===== src/rtl/axi_lite_master_bridge.sv =====
// Single-outstanding AXI4-Lite master: turns a cmd/rsp handshake interface into
// AW/W/B writes and AR/R reads, with a per-state timeout that aborts hung transfers.
module axi_lite_master_bridge #(
  parameter int unsigned ADDR_W         = 32,
  parameter int unsigned DATA_W         = 32,
  parameter int unsigned TIMEOUT_CYCLES = 256
) (
  input  logic              ACLK,
  input  logic              ARESETn,
  input  logic              cmd_valid,
  output logic              cmd_ready,
  input  logic              cmd_write,
  input  logic [ADDR_W-1:0] cmd_addr,
  input  logic [DATA_W-1:0] cmd_wdata,
  output logic              rsp_valid,
  input  logic              rsp_ready,
  output logic              rsp_write,
  output logic [DATA_W-1:0] rsp_rdata,
  output logic              rsp_timeout,
  output logic [ADDR_W-1:0] AWADDR,
  output logic              AWVALID,
  input  logic              AWREADY,
  output logic [DATA_W-1:0] WDATA,
  output logic              WVALID,
  input  logic              WREADY,
  input  logic              BVALID,
  output logic              BREADY,
  output logic [ADDR_W-1:0] ARADDR,
  output logic              ARVALID,
  input  logic              ARREADY,
  input  logic [DATA_W-1:0] RDATA,
  input  logic              RVALID,
  output logic              RREADY
);

  localparam int unsigned        TIMER_W    = 16;
  localparam logic [TIMER_W-1:0] TIMER_LAST = TIMER_W'(TIMEOUT_CYCLES - 1);

  typedef enum logic [2:0] {
    IDLE    = 3'd0,
    WR_REQ  = 3'd1,
    WR_RESP = 3'd2,
    RD_REQ  = 3'd3,
    RD_DATA = 3'd4,
    RSP     = 3'd5
  } state_e;

  state_e              state_q;
  logic [TIMER_W-1:0]  timer_q;
  logic                aw_done_q;
  logic                w_done_q;
  logic                cmd_ready_q;
  logic                rsp_valid_q;
  logic                rsp_write_q;
  logic [DATA_W-1:0]   rsp_rdata_q;
  logic                rsp_timeout_q;
  logic [ADDR_W-1:0]   awaddr_q;
  logic                awvalid_q;
  logic [DATA_W-1:0]   wdata_q;
  logic                wvalid_q;
  logic                bready_q;
  logic [ADDR_W-1:0]   araddr_q;
  logic                arvalid_q;
  logic                rready_q;

  logic timer_exp_c;
  logic aw_fin_c;
  logic w_fin_c;

  // A channel is finished once its handshake has happened, including on this edge
  assign timer_exp_c = (timer_q == TIMER_LAST);
  assign aw_fin_c    = aw_done_q | (awvalid_q & AWREADY);
  assign w_fin_c     = w_done_q  | (wvalid_q  & WREADY);

  always_ff @(posedge ACLK or negedge ARESETn) begin
    if (!ARESETn) begin
      state_q       <= IDLE;
      timer_q       <= '0;
      aw_done_q     <= 1'b0;
      w_done_q      <= 1'b0;
      cmd_ready_q   <= 1'b0;
      rsp_valid_q   <= 1'b0;
      rsp_write_q   <= 1'b0;
      rsp_rdata_q   <= '0;
      rsp_timeout_q <= 1'b0;
      awaddr_q      <= '0;
      awvalid_q     <= 1'b0;
      wdata_q       <= '0;
      wvalid_q      <= 1'b0;
      bready_q      <= 1'b0;
      araddr_q      <= '0;
      arvalid_q     <= 1'b0;
      rready_q      <= 1'b0;
    end else begin
      case (state_q)
        IDLE: begin
          cmd_ready_q <= 1'b1;
          timer_q     <= '0;
          if (cmd_valid && cmd_ready_q) begin
            cmd_ready_q <= 1'b0;
            rsp_write_q <= cmd_write;
            aw_done_q   <= 1'b0;
            w_done_q    <= 1'b0;
            if (cmd_write) begin
              awaddr_q  <= cmd_addr;
              wdata_q   <= cmd_wdata;
              awvalid_q <= 1'b1;
              wvalid_q  <= 1'b1;
              state_q   <= WR_REQ;
            end else begin
              araddr_q  <= cmd_addr;
              arvalid_q <= 1'b1;
              state_q   <= RD_REQ;
            end
          end
        end

        WR_REQ: begin
          if (aw_fin_c && w_fin_c) begin
            awvalid_q <= 1'b0;
            wvalid_q  <= 1'b0;
            bready_q  <= 1'b1;
            timer_q   <= '0;
            state_q   <= WR_RESP;
          end else if (timer_exp_c) begin
            awvalid_q     <= 1'b0;
            wvalid_q      <= 1'b0;
            rsp_valid_q   <= 1'b1;
            rsp_rdata_q   <= '0;
            rsp_timeout_q <= 1'b1;
            state_q       <= RSP;
          end else begin
            timer_q <= timer_q + TIMER_W'(1);
            if (awvalid_q && AWREADY) begin
              awvalid_q <= 1'b0;
              aw_done_q <= 1'b1;
            end
            if (wvalid_q && WREADY) begin
              wvalid_q <= 1'b0;
              w_done_q <= 1'b1;
            end
          end
        end

        WR_RESP: begin
          if (BVALID || timer_exp_c) begin
            bready_q      <= 1'b0;
            rsp_valid_q   <= 1'b1;
            rsp_rdata_q   <= '0;
            rsp_timeout_q <= ~BVALID;
            state_q       <= RSP;
          end else begin
            timer_q <= timer_q + TIMER_W'(1);
          end
        end

        RD_REQ: begin
          if (ARREADY) begin
            arvalid_q <= 1'b0;
            rready_q  <= 1'b1;
            timer_q   <= '0;
            state_q   <= RD_DATA;
          end else if (timer_exp_c) begin
            arvalid_q     <= 1'b0;
            rsp_valid_q   <= 1'b1;
            rsp_rdata_q   <= '0;
            rsp_timeout_q <= 1'b1;
            state_q       <= RSP;
          end else begin
            timer_q <= timer_q + TIMER_W'(1);
          end
        end

        RD_DATA: begin
          if (RVALID || timer_exp_c) begin
            rready_q      <= 1'b0;
            rsp_valid_q   <= 1'b1;
            rsp_rdata_q   <= RVALID ? RDATA : '0;
            rsp_timeout_q <= ~RVALID;
            state_q       <= RSP;
          end else begin
            timer_q <= timer_q + TIMER_W'(1);
          end
        end

        RSP: begin
          // Response fields stay frozen until the consumer takes them
          if (rsp_ready) begin
            rsp_valid_q <= 1'b0;
            cmd_ready_q <= 1'b1;
            timer_q     <= '0;
            state_q     <= IDLE;
          end
        end

        default: begin
          state_q <= IDLE;
        end
      endcase
    end
  end

  assign cmd_ready   = cmd_ready_q;
  assign rsp_valid   = rsp_valid_q;
  assign rsp_write   = rsp_write_q;
  assign rsp_rdata   = rsp_rdata_q;
  assign rsp_timeout = rsp_timeout_q;
  assign AWADDR      = awaddr_q;
  assign AWVALID     = awvalid_q;
  assign WDATA       = wdata_q;
  assign WVALID      = wvalid_q;
  assign BREADY      = bready_q;
  assign ARADDR      = araddr_q;
  assign ARVALID     = arvalid_q;
  assign RREADY      = rready_q;

endmodule

===== config.mk =====
export PLATFORM = sky130hd
export DESIGN_NAME = axi_lite_master_bridge
export DESIGN_NICKNAME = d
export VERILOG_FILES = /design/src/rtl/axi_lite_master_bridge.sv
export SDC_FILE = /design/constraint.sdc
export NUM_CORES = 1
export LEC_CHECK = 0
export CORE_ASPECT_RATIO = 0.6
export CORE_MARGIN = 2
export CORE_UTILIZATION = 35
export CTS_CLUSTER_SIZE = 40
export DETAILED_ROUTE_END_ITERATION = 7
export GPL_ROUTABILITY_DRIVEN = 0
export PLACE_DENSITY = 0.73
export SYNTH_ARGS = -nofsm -noshare
export SYNTH_HDL_FRONTEND = slang
export SYNTH_SLANG_ARGS = --single-unit

===== constraint.sdc =====
create_clock -name ACLK -period 2.7 [get_ports ACLK]
set_input_delay 0.27 -clock ACLK [delete_from_list [all_inputs] [get_ports ACLK]]
set_output_delay 0.27 -clock ACLK [all_outputs]
set_load 0.1 [all_outputs]

* Yosys cells after proc, flatten, opt, wreduce, memory -nomap -nowiden
Cells that the tools add are included.
** Storage, ports and cells
- Output and inout port bits :: 137
- Bits of input ports :: 106
- Logic and storage cells :: 148
- Bits in registers :: 158
** Cells by class
- Bitwise logic cells :: 7
- Equal/unequal tests :: 24
- Reduce and logical (&&, ||, !) cells :: 30
- Mux-type cells :: 69
- Add/subtract/negate cells :: 1
** Operators by type and width (number)
- 2-to-1 mux 32 bit :: 6
- one-hot mux 32 bit (4 select lines) :: 1
- 2-to-1 mux 16 bit :: 6
- one-hot mux 16 bit (6 select lines) :: 1
- 2-to-1 mux 1 bit :: 36
- inequality test 2 bit (second input constant) :: 15
- 2-to-1 mux 3 bit :: 7
- AND reduction 4 bit :: 5
- one-hot mux 3 bit (6 select lines) :: 1
- adder 16 x 1 -> 16 bit (second input constant) :: 1
- == test 16 x 8 -> 1 bit (second input constant) :: 1
- one-hot mux 1 bit (2 select lines) :: 8
- AND reduction 5 bit :: 3
- AND reduction 3 bit :: 4
- nonzero test 2 bit :: 5
- inequality test 4 bit (second input constant) :: 2
- == test 3 x 2 -> 1 bit (second input constant) :: 2
- == test 3 bit (second input constant) :: 2
- AND reduction 6 bit :: 1
- nonzero test 6 bit :: 1
- one-hot mux 1 bit (5 select lines) :: 1
- nonzero test 5 bit :: 1
- logical AND 1 bit :: 4
- one-hot mux 1 bit (4 select lines) :: 1
- 10 further kinds :: 16

* Depth between registers and ports, before layout
Gate-level depths: netlist of run 1.
- Depth in word-level cells :: 5
- Mapped depth :: 8
- Mapped depth without buffers :: 6

* Worst setup path after synthesis of run 1
OpenSTA, ideal clock, no wires.
- Path kind :: register -> register
- Start :: register awvalid_q (netlist: AWVALID)
- End :: register timer_q[10]
- Data required time :: 2568 ps
- Clock period less this slack :: 2400 ps
- Path slack :: 300 ps
- Path buffers :: 1
- Setup time :: 132 ps
- Arrival :: 2267 ps
- Cell stages (with the launch flop) :: 7
- Cell sequence :: dfrtp_1 > a21oi_1 > o21ai_0 > clkbuf_1 > a21oi_1 > o31ai_1 > o31ai_1
** On the way
- Word-level cells in the longest chain between the ends :: 5
** Ends and longest elaborated chain
- start: declaration :: line 58 : logic awvalid_q;
- start signal: assignment :: line 87 : awvalid_q <= 1'b0;
- start signal: assignment :: line 107 : awvalid_q <= 1'b1;
- start signal: assignment :: line 120 : awvalid_q <= 1'b0;
- bitwise AND 1 bit :: line 72 : assign aw_fin_c = aw_done_q | (awvalid_q & AWREADY);
- OR 1 bit :: line 72
- logical AND 1 bit :: line 119 : if (aw_fin_c && w_fin_c) begin
- 2-to-1 mux 16 bit :: line 119
- one-hot mux 16 bit (6 select lines) :: line 95 : case (state_q)
- end signal: assignment :: line 133 : timer_q <= timer_q + TIMER_W'(1);
- end signal: assignment :: line 153 : timer_q <= timer_q + TIMER_W'(1);
- end signal: assignment :: line 170 : timer_q <= timer_q + TIMER_W'(1);
- end: declaration :: line 49 : logic [TIMER_W-1:0] timer_q;
Every way passes these cells.
A chain may end at the register's enable or synchronous reset.

* Worst setup path in the final report of run 1
- Start :: register timer_q[12]
- End :: register rsp_rdata_q[27] (netlist: rsp_rdata[27])
** On the way
- Word-level cells in the longest chain between the ends :: 4
- Elaborated cells on any way between the ends :: 10
- Classes of those cells :: eq/ne (3); mux (4); reduce/logical (3)
** Ends and longest elaborated chain
- == test 16 x 8 -> 1 bit (*) :: line 71 : assign timer_exp_c = (timer_q == TIMER_LAST);
- 2-to-1 mux 32 bit, or another cell as far along (2 in series)
- one-hot mux 32 bit (4 select lines) or AND reduction 5 bit (tied branches)
- end signal: assignment :: line 178 : rsp_rdata_q <= RVALID ? RDATA : '0;
- end: declaration :: line 55 : logic [DATA_W-1:0] rsp_rdata_q;
Mark *: on every way between the ends. The rest lies on a longest branch, timed or not. The select of a mux whose other input is x is not followed.

==> results.yml, run 1 <==
route:
  drc: 0
  vias_per_cell: 5.261
  wl_per_cell_um: 18.61
  drt_iter0_markers: 335
  ant_nets: 0
  firstDrtPassIters: 5
  wl_um: 18720
  num_vias: 5293
run:
  maxCapViolations: 0
yosys:
  synth-main-ff-cell: "dfrtp_1"
  syn_inst: 506
  ys_warn_count: 0
  synth-seq-cells: 158
  synth.cell_area_mm2: 0.006540
  synth_mux_area_share_pct: 16.53
  synth_compound_area_share_pct: 12.28
  ys_types: 43
  synth_edf_count: 0
  synth-simple-area-share_pct: 8.016
  synth_xor_area_share_pct: 0
  seq_area_frac_synth_pct: 60.46
  synth_top_family_by_area: "multiplexers"
  synth_fa_ha_area_share_pct: 0.1913
  async_flop_share_pct: 100.0
  syn_nets: 613
  syn_area_per_cell_um2: 12.92
timing:
  fmax_mhz: 403.1
  min_period_ns: 2.481
  tns_ns: 0
  drv_slew: 0
  setup_viol: 0
  slew_headroom_pct: 44.25
  final.period_utilization_pct: 91.88
  skew_ns: 0.01336
  rsz0062_at_grt: "false"
  worst_pin_slew_ns: 0.8299
  hold_violations: 0
finish:
  drive_above_1_share_pct: 37.99
  final_cell_mix: "158 x dfrtp_1, 153 x buf_4, 104 x clkdlybuf4s50_1"
  nets: 861
  final_common_cell: "dfrtp_1"
  antenna_cells: 0
  syn_to_final_growth_pct: 45.82
  fillers: 1556
worst_setup_path:
  startpoint_type: "flip-flop"
  cp-end-kind: "flip-flop"
  timing.rr.end: "rsp_rdata[27]"
  cp_max_fo: 32
  cpPeakStageDelay_ns: 0.65
  path_cells: "or4_1 -> or4_4 -> nand2b_1 -> nand2_1 -> buf_4 -> a22o_1"
  cpMaxStageDelayCell: "or4_1"
  critical_path_class: "flip-flop to flip-flop"
  reg2reg_depth: 6
  r2r_setup_slack_ns: 0.22
  cp.arrival_ns: 2.78
  worstReg2RegStart: "timer_q[12]"
  required_ns: 3.00
outcome:
  outcome: "completed"
placed_design:
  buffer_ports.inserted: 242
  hpwl_um: 13520
grt:
  grt_pass1_wl_um: 29570
  grt_pass1_vias: 5493
  grt_overflow: 0
  grt_use_total_pct: 19.19
  antenna_found_initial: 0
  grt_max_degree: 66
cts:
  cts_tree: "yes"
  insertion_delay_ns: 0.43
  clock_path_buffers: 2
  clock-sinks: 158
  htreeDepth: 4
  cts_root_buf: "clkbuf_16"
  clkSlewWorstSetupHoldPaths_ns: 0.06
  cts_buffers: 17
die:
  io_pins: 243
  rows: 38
  core_area_mm2: 0.01816
  fp.dieH_um: 109.9
  initial_core_util_pct: 36.01
  die_w_um: 180.5
  die-area_mm2: 0.01983
worst_hold_path:
  hp-class: "input port to asynchronous set/reset pin"
## metal layers
metal | GRT usage (%) | wire length [um] | vias to the layer above
li1 | - | - | 2360
met2 | 29.66 | 8686 | 281
met1 | 24.80 | 7944 | 2623
met5 | 0 | 0 | -
met4 | 7.604 | 355 | 0
met3 | 6.890 | 1732 | 29
## cell type report
type                            count  area [um2]  share of cell area [%]
Clock buffer                       22       474.2                   4.972
Clock inverter                      9       86.33                  0.9053
Inverter                            8       30.03                  0.3149
Multi-Input combinational cell    308        2441                   25.60
Sequential cell                   158        3954                   41.46
Tap cell                          240       300.3                   3.149
Timing Repair Buffer              261        2251                   23.60
## synthesized netlist by cell type (all sizes together) (3+ instances only)
master     n  area share, %
nor2b      9           0.86
dfrtp    158             60
a21oi     22            1.7
o21ai     20            1.5
nand3     15            1.1
a31oi      6           0.57
buf       14            1.0
a22o      32            4.3
nor4       5           0.80
clkbuf    18            1.0
o21a       3           0.34
or3        3           0.29
o31ai      8           0.92
nand2     22            1.3
o41ai      4           0.54
inv        8           0.46
or4        4           0.57
a2bb2oi    3           0.40
nor2      18            1.0
nand4      4           0.38
nor3      10           0.77
mux2      96             17
nand2b     3           0.29
a211oi     3           0.34
## state kept, by name (all words and copies together), names as in the netlist
signal,flops
state_q,3
AWVALID,1
ARVALID,1
aw_done_q,1
w_done_q,1
BREADY,1
WVALID,1
rsp_rdata,32
rsp_timeout,1
AWADDR,32
rsp_write,1
WDATA,32
cmd_ready,1
RREADY,1
timer_q,16
ARADDR,32
rsp_valid,1
## how the worst max path moves through the flow
stage | from | to | slack [ns]
after floorplan | AWVALID | timer_q[10] | 0.30
after global placement | RVALID | timer_q[14] | 0.29
after detailed placement | RVALID | timer_q[14] | 0.21
after CTS | timer_q[14] | timer_q[14] | 0.24
after global routing | timer_q[0] | state_q[1] | 0.08
final | timer_q[12] | rsp_rdata[27] | 0.22
## critical path, delay by kind of cell (launching register included)
kind	cells	cell delay, ns
AOI/OAI and AO/OA	1	0.23
buffers and inverters	1	0.25
DFF	1	0.43
and+or+nand+nor	4	1.44
## cell families (layout without fill, tap and decap cells)
| kind of cell | count (synthesis) | after routing |
|---|---|---|
| DFF | 158 | 158 |
| AOI/OAI and AO/OA | 113 | 113 |
| and+or+nand+nor | 98 | 98 |
| muxes | 96 | 96 |
| buffers and inverters | 40 | 300 |
| adders and majority gates | 1 | 1 |
## metrics by stage
step / instances / hold slack, ns / utilization [%] / cell area, um2 / worst slack (ns)
finish: 1006 / 0.4225 / 52.51 / 9537 / 0.2192
global route: 1006 / 0.4336 / 52.51 / 9537 / 0.08244
CTS: 1006 / 0.4307 / 52.47 / 9529 / 0.2375
detailed placement: 974 / 0.3129 / 49.32 / 8959 / 0.2080
global placement: 974 / 0.3016 / 49.32 / 8959 / 0.2877
floorplan: 506 / -0.02559 / - / 6540 / 0.3004
## repair_timing
action	in CTS	in global routing
hold buffers	1	0
hold endpoints to repair	62	0
gates resized for setup	0	1
setup buffers	0	0
endpoints found under the setup margin	0	1
Power of run 1 is left out: the tool's default activity adds up to more than one toggle a clock period on the data nets, which glitch-free logic cannot reach.
==> inputs of run 2 (changes only) <==
--- a/config.mk
+++ b/config.mk
@@ -5,13 +5,15 @@
 export SDC_FILE = /design/constraint.sdc
 export NUM_CORES = 1
 export LEC_CHECK = 0
+export CELL_PAD_IN_SITES_DETAIL_PLACEMENT = 1
+export CELL_PAD_IN_SITES_GLOBAL_PLACEMENT = 2
 export CORE_ASPECT_RATIO = 0.6
 export CORE_MARGIN = 2
-export CORE_UTILIZATION = 35
+export CORE_UTILIZATION = 28
 export CTS_CLUSTER_SIZE = 40
 export DETAILED_ROUTE_END_ITERATION = 7
 export GPL_ROUTABILITY_DRIVEN = 0
-export PLACE_DENSITY = 0.73
+export PLACE_DENSITY = 0.87
 export SYNTH_ARGS = -nofsm -noshare
 export SYNTH_HDL_FRONTEND = slang
 export SYNTH_SLANG_ARGS = --single-unit
==> constraint.sdc (replaced) <==
create_clock -name ACLK -period 2.7 [get_ports ACLK]
set_input_delay 0.405 -clock ACLK [delete_from_list [all_inputs] [get_ports ACLK]]
set_output_delay 0.405 -clock ACLK [all_outputs]
set_load 0.1 [all_outputs]
==> run 2 against run 1 <==
  * Clock-buffer cell count is 3 lower
  * Setup slack better by 0.052 ns
  * Global-route usage is 2.5 points lower
  * Critical path type unchanged
  * The flow now finishes with violations (negative hold slack)
  * Die area is 24% higher
  * Cell count is 8.9% higher
  * Largest cell class unchanged
  * Cell area is 2.4% higher
  * Maximum frequency is 2.2% higher
  * Sequential cell count stayed put
==> results.yml, run 2 (synthesis gave the netlist of run 1 again) <==
route:
  num_vias: 5274
  wl_per_cell_um: 18.73
  drc: 0
  wl_um: 20520
  drt_iter0_markers: 305
  firstDrtPassIters: 5
  vias_per_cell: 4.812
  ant_nets: 0
worst_setup_path:
  path_cells: "or4_4 -> nor4_2 -> buf_4 -> o32ai_1 -> o41ai_1"
  cp-end-kind: "flip-flop"
  cpPeakStageDelay_ns: 0.58
  critical_path_class: "flip-flop to flip-flop"
  cp_max_fo: 6
  startpoint_type: "flip-flop"
  cpMaxStageDelayCell: "or4_4"
  r2r_setup_slack_ns: 0.27
  cp.arrival_ns: 2.70
  required_ns: 2.97
cts:
  cts_resized: 0
  cts_buffers: 17
  insertion_delay_ns: 0.42
  clkSlewWorstSetupHoldPaths_ns: 0.06
  cts_setup_buffers: 0
  cts_tree: "yes"
  htreeDepth: 4
  clock_path_buffers: 2
  cts_root_buf: "clkbuf_16"
  cts-hold-fix-buffers: 0
  clock-sinks: 158
timing:
  skew_ns: 0.01224
  setup_viol: 0
  rsz0062_at_grt: "false"
  fmax_mhz: 411.8
  final.period_utilization_pct: 89.94
  min_period_ns: 2.428
  slew_headroom_pct: 56.82
  drv_slew: 0
  hold_violations: 10
  worst_pin_slew_ns: 0.6476
  hold_ws_ns: -0.01028
  tns_ns: 0
finish:
  syn_to_final_growth_pct: 49.32
  final_common_cell: "buf_4"
  multiInputGateArea_mm2: 0.002434
  final-seq-area_mm2: 0.003954
  nets: 876
  antenna_cells: 0
  final_cell_mix: "168 x buf_4, 158 x dfrtp_1, 104 x clkdlybuf4s50_1"
  finalNonFillerCells: 1096
  fillers: 2490
  drive_above_1_share_pct: 39.31
placed_design:
  dp.cells: 1065
  hpwl_um: 15350
  buffer_ports.inserted: 242
die:
  die_w_um: 201.3
  die-area_mm2: 0.02464
  rows: 43
  fp.dieH_um: 122.4
  initial_core_util_pct: 28.40
  io_pins: 243
  core_area_mm2: 0.02303
grt:
  grt_use_total_pct: 16.67
  grt_pass1_vias: 5456
  grt_overflow: 0
  grt_pass1_wl_um: 31750
  antenna_found_initial: 0
  grt_max_degree: 70
worst_hold_path:
  hp-class: "input port to asynchronous set/reset pin"
outcome:
  outcome: "finished, violations left"
  violations: "negative hold slack"
run:
  maxCapViolations: 0
run 2: changes by cell type in the layout (fill, tap and decap cells not counted):
cell / before / now
buf_12: 2 / 3
clkinv_2: 3 / 2
buf_4: 153 / 168
o41ai_2: 1 / 0
dlygate4sd3_1: 1 / 0
o41ai_1: 3 / 4
clkinv_4: 2 / 4
inv_6: 1 / 2
clkbuf_1: 2 / 1
clkbuf_8: 3 / 1
bufinv_16: 1 / 2
run 2: per-stage QoR:
step | hold WS (ns) | setup WS (ns) | utilization (%) | cell area [um2]
after global routing | 0.02606 | 0.1466 | 42.41 | 9766
after global placement | 0.4610 | 0.2648 | 39.89 | 9185
after floorplan | 0.1094 | 0.3004 | - | 6540
after CTS | 0.002499 | 0.2864 | 42.41 | 9766
after detailed placement | 0.4660 | 0.2522 | 39.89 | 9185
final | -0.01028 | 0.2716 | 42.41 | 9766
run 2: layer usage:
| layer | global-route usage, % | up-vias | wire, um | share of wire (%) |
|---|---|---|---|---|
| li1 | - | 2389 | - | - |
| met1 | 23.89 | 2671 | 9786 | 48 |
| met2 | 23.40 | 203 | 8732 | 43 |
| met3 | 6.877 | 11 | 1889 | 9.2 |
| met4 | 3.493 | 0 | 114 | 0.56 |
| met5 | 0 | - | 0 | 0 |
run 2: layout make-up:
class	count	area share, %
Clock buffer	19	4.536
Clock inverter	12	1.409
Inverter	8	0.3075
Multi-Input combinational cell	308	24.92
Sequential cell	158	40.49
Tap cell	315	4.036
Timing Repair Buffer	276	24.30
run 2: worst paths after layout:
kind,startpoint,endpoint,depth (start not counted)
max,timer_q[14],state_q[1],5
min,ARESETn,ARADDR[13],1
max reg2reg,timer_q[14],state_q[1],5
min reg2reg,rsp_rdata[25],rsp_rdata[25],1
max in group asynchronous,ARESETn,AWADDR[29],2
min in group ACLK,rsp_rdata[25],rsp_rdata[25],1
run 2: critical path, delay by kind of cell, from the launching register on:
| family | cells | cell delay, ns |
|---|---|---|
| AO/OA/AOI/OAI | 2 | 0.60 |
| buffers and inverters | 1 | 0.23 |
| flip-flops | 1 | 0.44 |
| AND/OR/NAND/NOR | 2 | 1.02 |
Power of run 2 is left out for the same reason.
